**config.mk**
```make
export PLATFORM = sky130hd
export DESIGN_NAME = frame_bank_scheduler_flat
export DESIGN_NICKNAME = d
export VERILOG_FILES = /design/src/rtl/frame_bank_scheduler_pkg.sv /design/src/rtl/frame_bank_scheduler_if.sv /design/src/rtl/frame_bank_scheduler_tb_ctrl.sv /design/src/rtl/frame_bank_scheduler.sv /design/src/flat_wrapper.sv
export SDC_FILE = /design/constraint.sdc
export NUM_CORES = 1
export LEC_CHECK = 0
export CELL_PAD_IN_SITES_DETAIL_PLACEMENT = 1
export CELL_PAD_IN_SITES_GLOBAL_PLACEMENT = 2
export CORE_UTILIZATION = 18
export DETAILED_ROUTE_END_ITERATION = 8
export HOLD_SLACK_MARGIN = 0.05
export PLACE_DENSITY = 0.88
export SYNTH_ARGS = -nofsm -noshare
export SYNTH_HDL_FRONTEND = slang
export SYNTH_SLANG_ARGS = --single-unit
```
**constraint.sdc**
```tcl
create_clock -name clk_in -period 1.85 [get_ports clk_in]
set_clock_uncertainty 0.1 [all_clocks]
set_input_delay 0.37 -clock clk_in [delete_from_list [all_inputs] [get_ports clk_in]]
set_output_delay 0.37 -clock clk_in [all_outputs]
set_load 0.01 [all_outputs]
```
**src/rtl/frame_bank_scheduler_pkg.sv**
```systemverilog
// rtl/frame_bank_scheduler_pkg.sv - shared types and constants for the frame bank scheduler
package frame_bank_pkg;

   localparam int ADDR_W = 27;
   localparam int CNT_W  = 16;

   typedef logic [1:0] bank_idx_t;

   typedef struct packed {
      bank_idx_t w;
      bank_idx_t r;
      bank_idx_t l;
      logic      fresh;
      logic      valid;
   } tb_state_t;

   localparam tb_state_t TB_RESET = '{w: 2'd0, r: 2'd1, l: 2'd2, fresh: 1'b0, valid: 1'b0};

   // Word address of bank b of stream s; only ever evaluated on constants.
   function automatic logic [ADDR_W-1:0] bank_base(input longint unsigned base_addr,
                                                   input longint unsigned frame_words,
                                                   input longint unsigned s,
                                                   input longint unsigned b);
      longint unsigned addr;
      addr = base_addr + (3 * s + b) * frame_words;
      return addr[ADDR_W-1:0];
   endfunction

endpackage

```
**src/rtl/frame_bank_scheduler_if.sv**
```systemverilog
// rtl/frame_bank_scheduler_if.sv - frame-done pulses in, bank bases and status out
interface frame_bank_if #(parameter int NUM_STREAMS = 3);

   logic [NUM_STREAMS-1:0]                        wr_frame_done_in;
   logic [NUM_STREAMS-1:0]                        rd_frame_done_in;
   logic [NUM_STREAMS*frame_bank_pkg::ADDR_W-1:0] wr_base_out;
   logic [NUM_STREAMS*frame_bank_pkg::ADDR_W-1:0] rd_base_out;
   logic [NUM_STREAMS-1:0]                        rd_frame_valid_out;
   logic [NUM_STREAMS-1:0]                        fresh_out;
   logic [NUM_STREAMS*frame_bank_pkg::CNT_W-1:0]  dropped_count_out;
   logic [NUM_STREAMS*frame_bank_pkg::CNT_W-1:0]  repeat_count_out;

   modport master (
      output wr_frame_done_in, rd_frame_done_in,
      input  wr_base_out, rd_base_out, rd_frame_valid_out, fresh_out,
             dropped_count_out, repeat_count_out
   );

   modport slave (
      input  wr_frame_done_in, rd_frame_done_in,
      output wr_base_out, rd_base_out, rd_frame_valid_out, fresh_out,
             dropped_count_out, repeat_count_out
   );

endinterface

```
**src/rtl/frame_bank_scheduler_tb_ctrl.sv**
```systemverilog
// rtl/frame_bank_scheduler_tb_ctrl.sv - one stream's triple-buffer bank permutation and stats (FRAME_BANK_STATS_EN)
module triple_buffer_ctrl
   import frame_bank_pkg::*;
(
   input  logic             clk_in,
   input  logic             rst_in,
   input  logic             wr_done,
   input  logic             rd_done,
   output bank_idx_t        wr_bank_next,
   output bank_idx_t        rd_bank_next,
   output logic             fresh,
   output logic             valid,
   output logic [CNT_W-1:0] dropped_count,
   output logic [CNT_W-1:0] repeat_count
);

   tb_state_t cur;
   tb_state_t nxt;

   always_ff @(posedge clk_in) begin
      if (rst_in) cur <= TB_RESET;
      else        cur <= nxt;
   end

   // Simultaneous done is write-then-read folded into one rotation.
   always_comb begin
      nxt = cur;
      unique case ({wr_done, rd_done})
         2'b10: begin
            nxt.l     = cur.w;
            nxt.w     = cur.l;
            nxt.fresh = 1'b1;
            nxt.valid = 1'b1;
         end
         2'b01: begin
            if (cur.fresh) begin
               nxt.r     = cur.l;
               nxt.l     = cur.r;
               nxt.fresh = 1'b0;
            end
         end
         2'b11: begin
            nxt.w     = cur.l;
            nxt.r     = cur.w;
            nxt.l     = cur.r;
            nxt.fresh = 1'b0;
            nxt.valid = 1'b1;
         end
         default: ;
      endcase
   end

   always_comb begin
      wr_bank_next = nxt.w;
      rd_bank_next = nxt.r;
      fresh        = cur.fresh;
      valid        = cur.valid;
   end

`ifdef FRAME_BANK_STATS_EN
   logic [CNT_W-1:0] drop_q;
   logic [CNT_W-1:0] rep_q;
   logic             drop_ev;
   logic             rep_ev;

   assign drop_ev = wr_done & cur.fresh;
   assign rep_ev  = rd_done & ~wr_done & ~cur.fresh & cur.valid;

   always_ff @(posedge clk_in) begin
      if (rst_in) begin
         drop_q <= '0;
         rep_q  <= '0;
      end else begin
         if (drop_ev && drop_q != '1) drop_q <= drop_q + 1'b1;
         if (rep_ev  && rep_q  != '1) rep_q  <= rep_q + 1'b1;
      end
   end

   assign dropped_count = drop_q;
   assign repeat_count  = rep_q;
`else
   assign dropped_count = '0;
   assign repeat_count  = '0;
`endif

endmodule

```
**src/rtl/frame_bank_scheduler.sv**
```systemverilog
// rtl/frame_bank_scheduler.sv - triple-buffer bank scheduler for the DDR3 frame stores (FRAME_BANK_STATS_EN enables stats)
module frame_bank_scheduler
   import frame_bank_pkg::*;
#(
   parameter int unsigned NUM_STREAMS = 3,
   parameter int unsigned FRAME_WORDS = 14400,
   parameter int unsigned BASE_ADDR   = 0
) (
   input  logic         clk_in,
   input  logic         rst_in,
   frame_bank_if.slave  bus
);

   localparam longint unsigned ADDR_END =
      longint'(BASE_ADDR) + 3 * longint'(NUM_STREAMS) * longint'(FRAME_WORDS);

   generate
      if (ADDR_END > (64'd1 << ADDR_W)) begin : g_addr_check
         $fatal(1, "frame banks exceed the 27-bit word address space");
      end
   endgenerate

   genvar s;
   generate
      for (s = 0; s < NUM_STREAMS; s++) begin : g_stream
         localparam logic [ADDR_W-1:0] B0 = bank_base(BASE_ADDR, FRAME_WORDS, s, 0);
         localparam logic [ADDR_W-1:0] B1 = bank_base(BASE_ADDR, FRAME_WORDS, s, 1);
         localparam logic [ADDR_W-1:0] B2 = bank_base(BASE_ADDR, FRAME_WORDS, s, 2);

         bank_idx_t         wr_bank_next;
         bank_idx_t         rd_bank_next;
         logic              fresh;
         logic              valid;
         logic [CNT_W-1:0]  dropped_count;
         logic [CNT_W-1:0]  repeat_count;
         logic [ADDR_W-1:0] wr_base_q;
         logic [ADDR_W-1:0] rd_base_q;
         logic [ADDR_W-1:0] wr_base_d;
         logic [ADDR_W-1:0] rd_base_d;

         triple_buffer_ctrl u_ctrl (
            .clk_in        (clk_in),
            .rst_in        (rst_in),
            .wr_done       (bus.wr_frame_done_in[s]),
            .rd_done       (bus.rd_frame_done_in[s]),
            .wr_bank_next  (wr_bank_next),
            .rd_bank_next  (rd_bank_next),
            .fresh         (fresh),
            .valid         (valid),
            .dropped_count (dropped_count),
            .repeat_count  (repeat_count)
         );

         always_comb begin
            unique case (wr_bank_next)
               2'd1:    wr_base_d = B1;
               2'd2:    wr_base_d = B2;
               default: wr_base_d = B0;
            endcase
            unique case (rd_bank_next)
               2'd0:    rd_base_d = B0;
               2'd2:    rd_base_d = B2;
               default: rd_base_d = B1;
            endcase
         end

         // Bases are registered from the next bank index so they move in step with the flags.
         always_ff @(posedge clk_in) begin
            if (rst_in) begin
               wr_base_q <= B0;
               rd_base_q <= B1;
            end else begin
               wr_base_q <= wr_base_d;
               rd_base_q <= rd_base_d;
            end
         end

         assign bus.wr_base_out[s*ADDR_W +: ADDR_W]       = wr_base_q;
         assign bus.rd_base_out[s*ADDR_W +: ADDR_W]       = rd_base_q;
         assign bus.fresh_out[s]                          = fresh;
         assign bus.rd_frame_valid_out[s]                 = valid;
         assign bus.dropped_count_out[s*CNT_W +: CNT_W]   = dropped_count;
         assign bus.repeat_count_out[s*CNT_W +: CNT_W]    = repeat_count;
      end
   endgenerate

endmodule

```
**src/flat_wrapper.sv**
```systemverilog
// flat-port wrapper written by rule: the top's interface ports become plain ports
module frame_bank_scheduler_flat import frame_bank_pkg::*;
#(
   parameter int unsigned NUM_STREAMS = 3,
   parameter int unsigned FRAME_WORDS = 14400,
   parameter int unsigned BASE_ADDR   = 0
)
  (clk_in, rst_in, bus_wr_frame_done_in, bus_rd_frame_done_in, bus_wr_base_out, bus_rd_base_out, bus_rd_frame_valid_out, bus_fresh_out, bus_dropped_count_out, bus_repeat_count_out);
  frame_bank_if #(.NUM_STREAMS(NUM_STREAMS)) bus_i ();
  input  logic clk_in;
  input  logic rst_in;
  input wire logic [$bits(bus_i.wr_frame_done_in)-1:0] bus_wr_frame_done_in;
  input wire logic [$bits(bus_i.rd_frame_done_in)-1:0] bus_rd_frame_done_in;
  output wire logic [$bits(bus_i.wr_base_out)-1:0] bus_wr_base_out;
  output wire logic [$bits(bus_i.rd_base_out)-1:0] bus_rd_base_out;
  output wire logic [$bits(bus_i.rd_frame_valid_out)-1:0] bus_rd_frame_valid_out;
  output wire logic [$bits(bus_i.fresh_out)-1:0] bus_fresh_out;
  output wire logic [$bits(bus_i.dropped_count_out)-1:0] bus_dropped_count_out;
  output wire logic [$bits(bus_i.repeat_count_out)-1:0] bus_repeat_count_out;
  assign bus_i.wr_frame_done_in = bus_wr_frame_done_in;
  assign bus_i.rd_frame_done_in = bus_rd_frame_done_in;
  assign bus_wr_base_out = bus_i.wr_base_out;
  assign bus_rd_base_out = bus_i.rd_base_out;
  assign bus_rd_frame_valid_out = bus_i.rd_frame_valid_out;
  assign bus_fresh_out = bus_i.fresh_out;
  assign bus_dropped_count_out = bus_i.dropped_count_out;
  assign bus_repeat_count_out = bus_i.repeat_count_out;
  frame_bank_scheduler #(.NUM_STREAMS(NUM_STREAMS), .FRAME_WORDS(FRAME_WORDS), .BASE_ADDR(BASE_ADDR)) u_core (.clk_in(clk_in), .rst_in(rst_in), .bus(bus_i));
endmodule
```
**After elaboration in Yosys (flattened, before gate mapping)**

Cells that the tools add are included.

- Register bits after elaboration: 186
- Output and inout port bits: 264

- Equal/unequal tests: 21
- Muxes and demuxes: 18
- Reductions and logical operators: 12

Operators by type and width:

| cell | count |
|---|---|
| 17-bit one-hot mux with 2 select lines | 2 |
| 16-bit one-hot mux with 2 select lines | 2 |
| 15-bit one-hot mux with 2 select lines | 2 |
| 3-bit one-hot mux with 3 select lines | 3 |
| 2-bit == test, second input constant | 12 |
| 5-bit two-way mux | 3 |
| 2-bit by 1-bit == test with 1-bit output, second input constant | 6 |
| 2-bit one-hot mux with 2 select lines | 3 |
| 3-bit nonzero test | 3 |
| 2-bit logical NOT | 3 |
| 2-bit two-way mux | 3 |
| 2-bit != test, second input constant | 3 |
| 2-bit AND reduction | 3 |
| 2-bit OR reduction | 3 |

**Longest topological paths before layout**

Gate-level depths: netlist (run 1).

- Depth after elaboration: 5
- Depth in mapped cells: 6
- Gate-level depth less buffers: 5

**Modules after synthesis**

From an unflattened synthesis (run 1), not the netlist that was laid out.

- Cell total of the unflattened synthesis: 450
- Area total of the unflattened synthesis: 3956.3 sq um

Modules (own cells, without submodules):

| module | instances | cells each | area each (sq um) | seq. area each (sq um) |
|---|---|---|---|---|
| frame_bank_scheduler | 1 | 219 | 1993.2 | 600.6 |
| triple_buffer_ctrl | 3 | 77 | 654.4 | 160.2 |

**Least setup slack after synthesis (run 1)**

No wires, ideal clock.

- Kind: input -> register
- Start point: input bus_wr_frame_done_in[1]
- End point: register u_core.g_stream[1].wr_base_q[7]
- Setup time: 0.127 ns
- Arrival: 1.495 ns
- Data required time: 1.623 ns
- Path slack: 0.128 ns
- Stages on the path: 5
- Cells stage by stage: buf_2 -> mux2i_1 -> inv_1 -> ha_1 -> or2_2

RTL lines:

| element | line | text |
|---|---|---|
| start: declaration | flat_wrapper.sv:12 | `input wire logic [$bits(bus_i.wr_frame_done_in)-1:0] bus_wr_frame_done_in;` |
| end signal: assignment | frame_bank_scheduler.sv:73 | `wr_base_q <= wr_base_d;` |
| end: declaration | frame_bank_scheduler.sv:36 | `logic [ADDR_W-1:0] wr_base_q;` |

**Worst setup path after layout (run 1)**

- Start point: register u_core.g_stream[0].u_ctrl.cur (netlist bit u_core.g_stream[0].u_ctrl.fresh)
- End point: output bus_fresh_out[0]

RTL lines:

| element | line | text |
|---|---|---|
| start: declaration | frame_bank_scheduler_tb_ctrl.sv:17 | `tb_state_t cur;` |
| start signal: assignment | frame_bank_scheduler_tb_ctrl.sv:22 | `else cur <= nxt;` |
| end: declaration | flat_wrapper.sv:17 | `output wire logic [$bits(bus_i.fresh_out)-1:0] bus_fresh_out;` |

No word-level cell between the ends.

==> results.txt, run 1 <==
- Timing would allow up to 556 MHz.
* Width of the chip: 145 um
* Total grt overflow: 0
* Layout cell share with drive strength beyond 1: 8.18%
* TritonCTS Sinks: 51
- Entering global routing, the biggest net connects 25 pins.
* Post-layout net count: 493
- Drc violations: 0
- Cells fill 19.4% of the core in the end.
* I/O Buffers: 59
* WL met1: 2330 um
- Result of the run: completed
* CP top delay family: buffers and inverters
- CP Max Fanout: 6
* Worst r2r src: u_core.g_stream[1].u_ctrl.cur[6]
- Kind of capture point of the worst setup path: primary output
- Post-place setup slack: -0.245 ns
* GR Util All Layers: 5.58%
- For this run, the detailed router's first-pass iteration total came to 4.
- Area of the mapped netlist: 3690 um2
* Syn_area_per_cell: 8.71 um2
- The later pin in the worst-skew pair is clocked with a latency of 0.29 ns.
- Core Box Area: 20200 um2
- Syn. warnings: 0
- Number of diodes: 0
* Data arrival time of the critical path: 1.33 ns
- Final hold violation count: 0
- Row generation in the floorplan step produced 52 rows.
- Path type of the worst setup path: flop to primary output
* Shortest period the worst path allows: 1.80 ns
- Max capacitance violation total: 0
- Routed length on met3: 541 um
- After detailed routing, no signal wire sits above met4.
* Average wire per standard cell: 8.48 um
- In this run the most critical hold path is launched from u_core.g_stream[2].u_ctrl.cur[3].
- The H-tree was split into 2 levels.
* Crit path largest cell delay: 0.59 ns
- Clock-pin slew on the worst setup and hold paths: 0.07 ns
- Portion of the post-synthesis area used by sequential elements: 27.7%
* HPWL after DPL: 5110 um
- Highest ir drop seen on vdd: 0.287 mV
- Using the TritonRoute via totals, the vias-per-cell ratio works out to 2.80.
- After the first detailed-routing iteration, the DRC count stood at 31.
- TritonCTS built the clock tree.
- Origin of the worst setup path: u_core.g_stream[0].u_ctrl.fresh
- Counting distinct cell types in the post-synthesis netlist gives 34.
* Detail Route Antenna Nets: 0
* Gate count after technology mapping: 424
- Number of failing setup endpoints in the final timing report: 0
- The detailed router placed 2091 vias in this run.
- Summed over all cells, the static leakage comes to 1.91 nW.
- Pin placement for this block handled 272 I/O pins.
* Worst-case setup margin in the final layout: 0.0518 ns
- Data on the critical path is required at its endpoint by 1.38 ns.
- The max-slew violation count was 0.
- Total Routed Length: 6330 um
- Setup repair after global routing left no endpoint under its margin.
- From synthesis to final layout, the design area changed by 6.20%.
- Once the floorplan was initialized, standard cells occupied 18.3% of the core.
- The number of clock buffers added by TritonCTS is 5.
- Measured along the y axis, the die boundary spans 145 um.
* Critical path's slowest cell: clkdlybuf4s50_1
- STA classifies the critical path startpoint as a flop.
- In this run the deepest clock path goes through 2 buffers.
- Library cell used as clock root buffer: clkbuf_16
- Dividing the final minimum period by the clock period gives 97.2%.
* Crit path buf inv count: 1
- The routed design uses 3360 um of met2 wire.
* Worst min-delay path class: flop to flop
* GPL Wtd Cong: 0.740
* Synthesis-stage register bit count: 51
* Cell Pwr Density: 735 nW/um2
* Initial antenna violation count: 0
* Total Die Area: 21100 um2
- The first global-routing pass estimated 9230 um of wire.
- The number of global-route vias before repair was 1706.
* Crit path cell chain: clkdlybuf4s50_1
[sequential cells by signal, indices dropped and copies added, names as in the netlist, named ones only]
signal / cells
u_core.g_stream.rd_base_q: 13
u_core.g_stream.u_ctrl.valid: 3
u_core.g_stream.u_ctrl.fresh: 3
u_core.g_stream.u_ctrl.cur: 15
u_core.g_stream.wr_base_q: 15
[area by class of cell]
type,count,area [um2]
clock buffer,6,139
multi-input combinational,324,1590
sequential,51,1020
fill,2424,16200
clock inverter,2,16.3
timing repair buffer,82,777
inverter,12,45.0
tap,270,338
[cell usage in the layout, fill, tap and decap left out, types with 5 or more instances in the layout]
cell type,instances
buf_4,22
nor2b_1,12
nand2b_1,9
inv_1,12
mux2i_1,7
nand2_1,14
ha_1,9
dfxtp_1,51
conb_1,212
nor2_1,20
clkdlybuf4s50_1,57
clkbuf_16,5
[path summary, 6_finish.rpt]
path | to | slack (ns) | depth (start not counted)
worst max-delay path | bus_fresh_out[0] | 0.05 | 1
worst min-delay path | u_core.g_stream[2].u_ctrl.cur[3] | 0.37 | 2
worst max register to register | u_core.g_stream[1].wr_base_q[7] | 0.45 | 4
worst min register to register | u_core.g_stream[2].u_ctrl.cur[3] | 0.37 | 2
[synth_stat cells]
master,number,area [um2]
mux2_2,1,11.3
or2_2,2,12.5
o2111ai_1,1,8.76
o21a_4,1,15.0
a21oi_1,3,15.0
and2_1,3,18.8
or3b_1,1,8.76
buf_4,237,1780
a221oi_1,1,8.76
nor2b_1,12,75.1
nor3_1,4,20.0
nand3b_1,3,22.5
nand4bb_1,2,22.5
nand3_1,4,20.0
nor3b_1,2,15.0
o221ai_2,2,30.0
nor2_1,20,75.1
inv_1,12,45.0
dfxtp_1,51,1020
a2111oi_0,1,8.76
o221ai_4,1,26.3
o2111a_1,2,22.5
clkbuf_2,1,5.00
buf_1,2,7.51
a2111oi_1,2,20.0
nand2_1,14,52.6
nand2b_1,9,56.3
o21a_1,2,15.0
ha_1,9,113
nand4_1,2,12.5
mux2i_1,8,80.1
buf_2,6,30.0
buf_6,1,11.3
conb_1,2,7.51
[per-layer routing]
layer	GRT usage (%)	vias up
li1	-	977
met4	2.84	0
met3	1.26	5
met1	5.71	967
met5	0	-
met2	10.5	142
[logic make-up after synthesis]
family | after synthesis | share of synthesized area, %
multiplexers | 9 | 2.47
adder cells (fa/ha/maj) | 9 | 3.05
buffers and inverters | 259 | 50.9
AO/OA/AOI/OAI | 16 | 4.61
flip-flops | 51 | 27.7
AND/OR/NAND/NOR | 78 | 11.1
other | 2 | 0.203
[stage by stage]
stage	cell area (um2)	instances	power (mW)	hold WS (ns)	TNS, ns
3_3_place_gp	3760	739	1.93	0.352	-1.52
4_1_cts	3920	747	2.94	0.370	0
5_1_grt	3920	747	3.05	0.384	0
2_1_floorplan	4480	634	2.03	0.331	0
6_report	3920	747	2.88	0.368	0
3_5_place_dp	3760	739	1.94	0.360	-2.08
[what timing repair did]
action,in CTS,in global routing
setup buffers,0,0
hold buffers,0,0
setup endpoints to repair,1,2
gates resized for setup,1,2
[power breakdown]
| group | internal [mW] | leakage [nW] | total [mW] | switching, mW |
|---|---|---|---|---|
| logic | 0.277 | 1.41 | 0.681 | 0.404 |
| registers | 1.18 | 0.422 | 1.24 | 0.0561 |
| clock network | 0.541 | 0.0731 | 0.963 | 0.421 |
| total | 2.00 | 1.91 | 2.88 | 0.882 |
Power figures use the tool's default switching activity.
==> run 2: changes to the inputs <==
- GPL_TIMING_DRIVEN: default -> 0
==> run 2 against run 1 <==
Sequential cell count unchanged. Hold slack got worse by 0.091 ns. Worst setup slack got worse by 0.00083 ns. Clock power about the same. Critical endpoint unchanged. Via count increased by 35%. Final area increased by 44%. Combinational power increased by 57%. Global-route usage increased by 1.8 points. Largest cell class is now non-clock buffers. Utilization increased by 8.6 points. Clock-buffer cell count increased by 2. Non-clock buffer count increased by 227.
==> results.txt, run 2 (synthesis gave the netlist of run 1 again) <==
- Vias in the first global route: 2648 (was 1706)
- The count of H-tree levels built during CTS is 2 (unchanged).
* Library cell used as clock root buffer: clkbuf_16 (unchanged)
- The setup slack after layout is 0.0510 ns (was 0.0518 ns).
* Highest ir drop seen on vdd: 0.278 mV (was 0.287 mV)
- The beginning of the worst hold path is bus_rd_frame_done_in[1] (was u_core.g_stream[2].u_ctrl.cur[3]).
- The global routing usage summed across all routing layers was 7.40% (was 5.58%).
* Flip-flop and latch area: 1030 um2 (was 1020 um2)
* Clock tree from TritonCTS: done (unchanged)
* Layout cell share with drive strength beyond 1: 39.1% (was 8.18%)
* Registers with the highest flip-flop counts: u_core.g_stream.u_ctrl.cur x15, u_core.g_stream.wr_base_q x15, u_core.g_stream.rd_base_q x13 (unchanged)
- The areal power density over the cells is 579 nW/um2 (was 735 nW/um2).
* Via Count: 2824 (was 2091)
* Leakage power figure: 3.14 nW (was 1.91 nW)
* Tightest slew margin relative to the limit: 58.4%
- The per-cell routed wire length is 8.51 um (was 8.48 um).
* Data arrival time of the critical path: 1.33 ns (about the same)
- The endpoint class of the critical path is a primary output (unchanged).
- Setup repair after global routing missed its margin: no (unchanged).
- The fill cell instance count of the final layout is 2458 (was 2424).
- The count of buffers from port buffering was 55 (was 59).
- The max-slew violation count is 0 (unchanged).
- Router iterations before antenna repair: 4 (unchanged)
- The vertical die dimension came to 145 um (unchanged).
* First DRT Iteration DRCs: 52 (was 31)
- CP Max Fanout: 6 (unchanged)
- Commonest cells after routing, fill and taps aside: buf_4, conb_1, clkdlybuf4s50_1 (was conb_1, clkdlybuf4s50_1, dfxtp_1).
- Result of the run: completed (unchanged)
- Clock Path Buffers: 2 (unchanged)
- The remaining design rule violation count is 0 (unchanged).
- Worst-Skew Late Latency: 0.29 ns (about the same)
* Number of diodes: 0 (unchanged)
- At the pin with the least slew margin, the transition time is 0.623 ns.
- Number of top-level design ports: 272 (unchanged)
* HPWL after DPL: 6940 um (was 5110 um)
- Final Non-Filler Cells: 974 (was 747)
- The max-cap violation count is 0 (unchanged).
* Number of failing setup endpoints in the final timing report: 0 (unchanged)
- GPL Wtd Cong: 0.689 (was 0.740)
- The startpoint kind of the worst setup timing path is a flop (unchanged).
- The cell total after placement came to 959 (was 739).
- Post-place setup slack: -0.638 ns (was -0.245 ns)
* Width of the chip: 145 um (unchanged)
* Required @ worst endpoint: 1.38 ns (about the same)
- Worst Hold Endpoint: u_core.g_stream[1].u_ctrl.fresh (was u_core.g_stream[2].u_ctrl.cur[3])
- The terminus of the critical flop-to-flop path was u_core.g_stream[2].wr_base_q[12] (was u_core.g_stream[1].wr_base_q[7]).
- The number of cell rows was 52 (unchanged).
- The core box area is 20200 um2 (unchanged).
- Clock-pin slew on the worst setup and hold paths: 0.07 ns (about the same)
- The synthesis-to-finish area growth came to 53.1% (was 6.20%).
- Via density: 2.90 (was 2.80)
- First-pass GRT wire length: 12700 um (was 9230 um)
* Total Die Area: 21100 um2 (unchanged)
* TritonCTS Sinks: 51 (unchanged)
- The final hold violation count came to 0 (unchanged).
- Largest net degree at the start of global routing: 15 (was 25)
- The most frequent standard cell in the layout excluding fill and tap cells was buf_4 (was conb_1).
- The time the worst path needs with I/O delays and setup is 1.80 ns (about the same).
- The number of nets in the finished design was 720 (was 493).
* Final clock period utilization by the worst path: 97.2% (about the same)
* Multi-input gate area: 1630 um2 (was 1590 um2)
- Worst min-delay path class: primary input to flop (was flop to flop)
- Number of clock buffers inserted by TritonCTS: 5 (unchanged)
- Worst Reg2Reg Path Length in Cells: 4 (unchanged)
* R2r setup slk: 0.46 ns (was 0.45 ns)
- The count of cells along the worst hold path was 2 (unchanged).
- Path type of the worst setup path: flop to primary output (unchanged)
- Worst r2r src: u_core.g_stream[2].u_ctrl.cur[7] (was u_core.g_stream[1].u_ctrl.cur[6])
* Achievable clock frequency: 556 MHz (about the same)
- Detail Route Antenna Nets: 0 (unchanged)
* Total grt overflow: 0 (unchanged)
- The initial antenna violation count was 0 (unchanged).
- The starting density of the core came to 18.3% (unchanged).
* Total Routed Length: 8290 um (was 6330 um)
run 2: timing repair:
item | 4_1_cts | 5_1_grt
gates resized for setup | 16 | 5
endpoints found under the hold margin | 0 | 0
setup buffers | 3 | 4
setup endpoints to repair | 10 | 9
hold buffers | 0 | 0
gates cloned | 0 | 0
run 2: per-stage QoR:
| step | util (%) | hold WS, ns | setup TNS (ns) | instance area [um2] | total power [mW] |
|---|---|---|---|---|---|
| final | 28.0 | 0.277 | 0 | 5650 | 3.27 |
| after global routing | 28.0 | 0.279 | 0 | 5650 | 3.47 |
| after CTS | 27.8 | 0.260 | 0 | 5610 | 3.30 |
| after detailed placement | 26.6 | 0.363 | -4.83 | 5370 | 2.28 |
| after global placement | 26.6 | 0.350 | -4.43 | 5370 | 2.26 |
| after floorplan | - | 0.331 | 0 | 4480 | 2.03 |
run 2: critical path: stages (launching register included):
cell and delay, ns:
dfxtp_2 0.40, buf_4 0.12, clkdlybuf4s50_1 0.53
run 2: worst max path at each step:
stage | depth (start not counted) | start | endpoint
after floorplan | 5 | bus_wr_frame_done_in[1] | u_core.g_stream[1].wr_base_q[7]
after global placement | 6 | bus_wr_frame_done_in[1] | u_core.g_stream[1].wr_base_q[7]
after detailed placement | 6 | bus_wr_frame_done_in[1] | u_core.g_stream[1].wr_base_q[7]
after CTS | 6 | bus_wr_frame_done_in[2] | u_core.g_stream[2].wr_base_q[12]
after global routing | 2 | u_core.g_stream[2].u_ctrl.fresh | bus_fresh_out[2]
final | 2 | u_core.g_stream[0].u_ctrl.fresh | bus_fresh_out[0]
run 2: where the power goes:
part	leakage, nW	switching (mW)	total (mW)	internal [mW]
logic	2.64	0.483	1.07	0.586
clock network	0.0772	0.386	0.962	0.576
registers	0.423	0.0591	1.24	1.18
run 2: area by class of cell:
| class | count | share of cell area (%) |
|---|---|---|
| inverter | 12 | 0.797 |
| timing repair buffer | 62 | 10.7 |
| buffer | 247 | 32.6 |
| tap | 270 | 5.98 |
| clock buffer | 8 | 2.77 |
| sequential | 51 | 18.2 |
| multi-input combinational | 324 | 28.9 |
run 2: routing by layer:
| layer | up-vias | routed length [um] | global-route usage (%) |
|---|---|---|---|
| li1 | 1435 | - | - |
| met1 | 1241 | 3070 | 7.52 |
| met2 | 142 | 4440 | 14.5 |
| met3 | 6 | 687 | 1.86 |
| met4 | 0 | 97 | 2.37 |
| met5 | - | 0 | 0 |
==> run 3: changes to the inputs <==
- TNS_END_PERCENT: default -> 50
==> run 3 against run 2 <==
Cell count stayed put. Wire length is essentially flat. Register-to-register slack about the same. Clock-buffer cell count unchanged. First-iteration DRC count did not move. Global-route usage is the same. Critical path type unchanged. Power about the same. Combinational power about the same. Clock power barely moved. Final area about the same. Critical path depth stayed put.
==> results.txt, run 3 (synthesis gave the netlist of run 1 again) <==
* R2r setup slk: 0.46 ns (about the same)
- The vertical die dimension came to 145 um (unchanged).
* Multi-input gate area: 1630 um2 (unchanged)
- The share of final-layout standard cells stronger than drive strength 1 was 39.2% (was 39.1%).
- Worst Reg2Reg Path Length in Cells: 4 (unchanged)
* Width of the chip: 145 um (unchanged)
- The most frequent standard cell in the layout excluding fill and tap cells is buf_4 (unchanged).
- Critical Path Start Type: flop (unchanged)
- Peak-usage layer in the global routing report: met2 (unchanged)
- Number of max-slew violations in the final report: 0 (unchanged)
- Setup repair after global routing missed its margin: no (unchanged)
- Crit path largest cell delay: 0.53 ns (about the same)
* Crit path buf inv count: 2 (unchanged)
- Final hold violation count: 0 (unchanged)
* Data arrival time of the critical path: 1.33 ns (about the same)
- The detailed-route vias per instance came to 2.90 (unchanged).
- The root buffer cell is clkbuf_16 (unchanged).
- Average wire per standard cell: 8.51 um (about the same)
- The time the worst path needs with I/O delays and setup is 1.80 ns (unchanged).
- Cell Pwr Density: 579 nW/um2 (about the same)
- The critical path's top delay family is buffers and inverters (unchanged).
* Initial core utilization: 18.3% (unchanged)
- The final design instance area without fill is 5650 um2 (about the same).
- The measured slew at the worst slew-check pin came to 0.623 ns (unchanged).
- Critical path's slowest cell: clkdlybuf4s50_1 (unchanged)
- Clock H-tree levels: 2 (unchanged)
* Number of top-level design ports: 272 (unchanged)
- Number of clock buffers inserted by TritonCTS: 5 (unchanged)
- The routed wire length was 8290 um (about the same).
* Path type of the worst setup path: flop to primary output (unchanged)
- The TritonCTS clock tree is done (unchanged).
* Detail Route Antenna Nets: 0 (unchanged)
* TritonCTS Sinks: 51 (unchanged)
- Commonest cells after routing, fill and taps aside: buf_4, conb_1, clkdlybuf4s50_1 (unchanged)
- Achievable clock frequency: 556 MHz (unchanged)
* Clock-pin slew on the worst setup and hold paths: 0.07 ns (about the same)
- The total die area came to 21100 um2 (unchanged).
* Met3 usage: 1.86% (unchanged)
- Core Box Area: 20200 um2 (unchanged)
- The class of the worst hold path was primary input to flop (unchanged).
- First DRT Iteration DRCs: 52 (unchanged)
- The final sum of negative setup slack came to 0 ns (unchanged).
- Max capacitance violation total: 0 (unchanged)
* HPWL after DPL: 6940 um (unchanged)
- Clock Path Buffers: 2 (unchanged)
- Std cell rows: 52 (unchanged)
* Drc violations: 0 (unchanged)
* Initial antenna violation count: 0 (unchanged)
- Hold path depth: 2 (unchanged)
- Final clock period utilization by the worst path: 97.2% (unchanged)
- The register area is 1030 um2 (unchanged).
- The total setup violations reported at the end of the flow is 0 (unchanged).
- Worst-Skew Late Latency: 0.29 ns (about the same)
* Required @ worst endpoint: 1.38 ns (about the same)
- The leakage power is 3.14 nW (about the same).
- The fill cell instance count of the final layout is 2457 (was 2458).
- Crit path cell chain: buf_4 -> clkdlybuf4s50_1 (unchanged)
- The power consumption is 3.28 mW (was 3.27 mW).
- Result of the run: completed (unchanged).
- Cell Area, Placed: 5370 um2 (unchanged)
* Number of diodes: 0 (unchanged)
- The synthesis-to-finish area growth is 53.1% (about the same).
- Post-layout net count: 720 (unchanged)
* I/O Buffers: 55 (unchanged)
- M2 GR Usage: 14.5% (unchanged)
* First-pass GRT wire length: 12700 um (unchanged)
* Largest net degree at the start of global routing: 15 (unchanged)
* GPL Wtd Cong: 0.689 (unchanged)
- The peak supply drop was 0.278 mV (unchanged).
- Kind of capture point of the worst setup path: primary output (unchanged)
- Tightest slew margin relative to the limit: 58.4% (unchanged)
* Vias in the first global route: 2648 (unchanged)
* Stages on the worst setup path: 2 (unchanged)
* Total grt overflow: 0 (unchanged)
- Met1 Resource Use GR: 7.52% (unchanged)
* Registers with the highest flip-flop counts: u_core.g_stream.u_ctrl.cur x15, u_core.g_stream.wr_base_q x15, u_core.g_stream.rd_base_q x13 (unchanged)
* GR Util All Layers: 7.40% (unchanged)
- CP Max Fanout: 6 (unchanged)
- The total of hold buffers inserted after clock tree synthesis came to 0 (unchanged).
* Via Count: 2824 (unchanged)
* Router iterations before antenna repair: 4 (unchanged)
## run 3: final timing paths
| path | endpoint | from |
|---|---|---|
| hold / removal | u_core.g_stream[1].u_ctrl.fresh | bus_rd_frame_done_in[1] |
| hold reg to reg | u_core.g_stream[1].u_ctrl.valid | u_core.g_stream[1].u_ctrl.valid |
| setup / recovery | bus_fresh_out[0] | u_core.g_stream[0].u_ctrl.fresh |
| setup reg to reg | u_core.g_stream[2].wr_base_q[12] | u_core.g_stream[2].u_ctrl.cur[7] |
## run 3: layout make-up
class | instances | area share (%)
plain buffers | 247 | 32.7
multi-input cells | 324 | 28.9
flip-flops and latches | 51 | 18.2
repair buffers | 62 | 10.7
well taps | 270 | 5.98
clock buffers | 8 | 2.77
inverters | 12 | 0.797
## run 3: timing repair
item                                   CTS  global route
setup endpoints to repair               10             9
endpoints found under the hold margin    0             0
buffers inserted                         3             4
resized for setup                       16             5
## run 3: layer usage
metal	vias to the layer above	part of all wire, %
met4	0	1.2
met2	142	54
met1	1241	37
li1	1435	-
met5	-	0
met3	6	8.3
## run 3: worst register-to-register path, delay by kind of cell, from the launching register on
family / cells / cell delay, ns
simple gates: 1 / 0.30
mux: 1 / 0.16
buf+inv: 1 / 0.07
fa+ha+maj: 1 / 0.27
flops: 1 / 0.36
## run 3: report_power, final
group          switching, mW  total (mW)  internal [mW]
combinational          0.483        1.07          0.587
sequential            0.0591        1.24           1.18
clock                  0.386       0.962          0.576
## run 3: per-stage QoR
stage / util [%] / hold WS (ns) / cells / setup WS [ns]
floorplan: - / 0.331 / 634 / 0.128
global placement: 26.6 / 0.350 / 959 / -0.603
detailed placement: 26.6 / 0.363 / 959 / -0.638
CTS: 27.8 / 0.260 / 970 / 0.00260
global route: 28.0 / 0.279 / 974 / 0.00382
finish: 28.0 / 0.277 / 974 / 0.0510
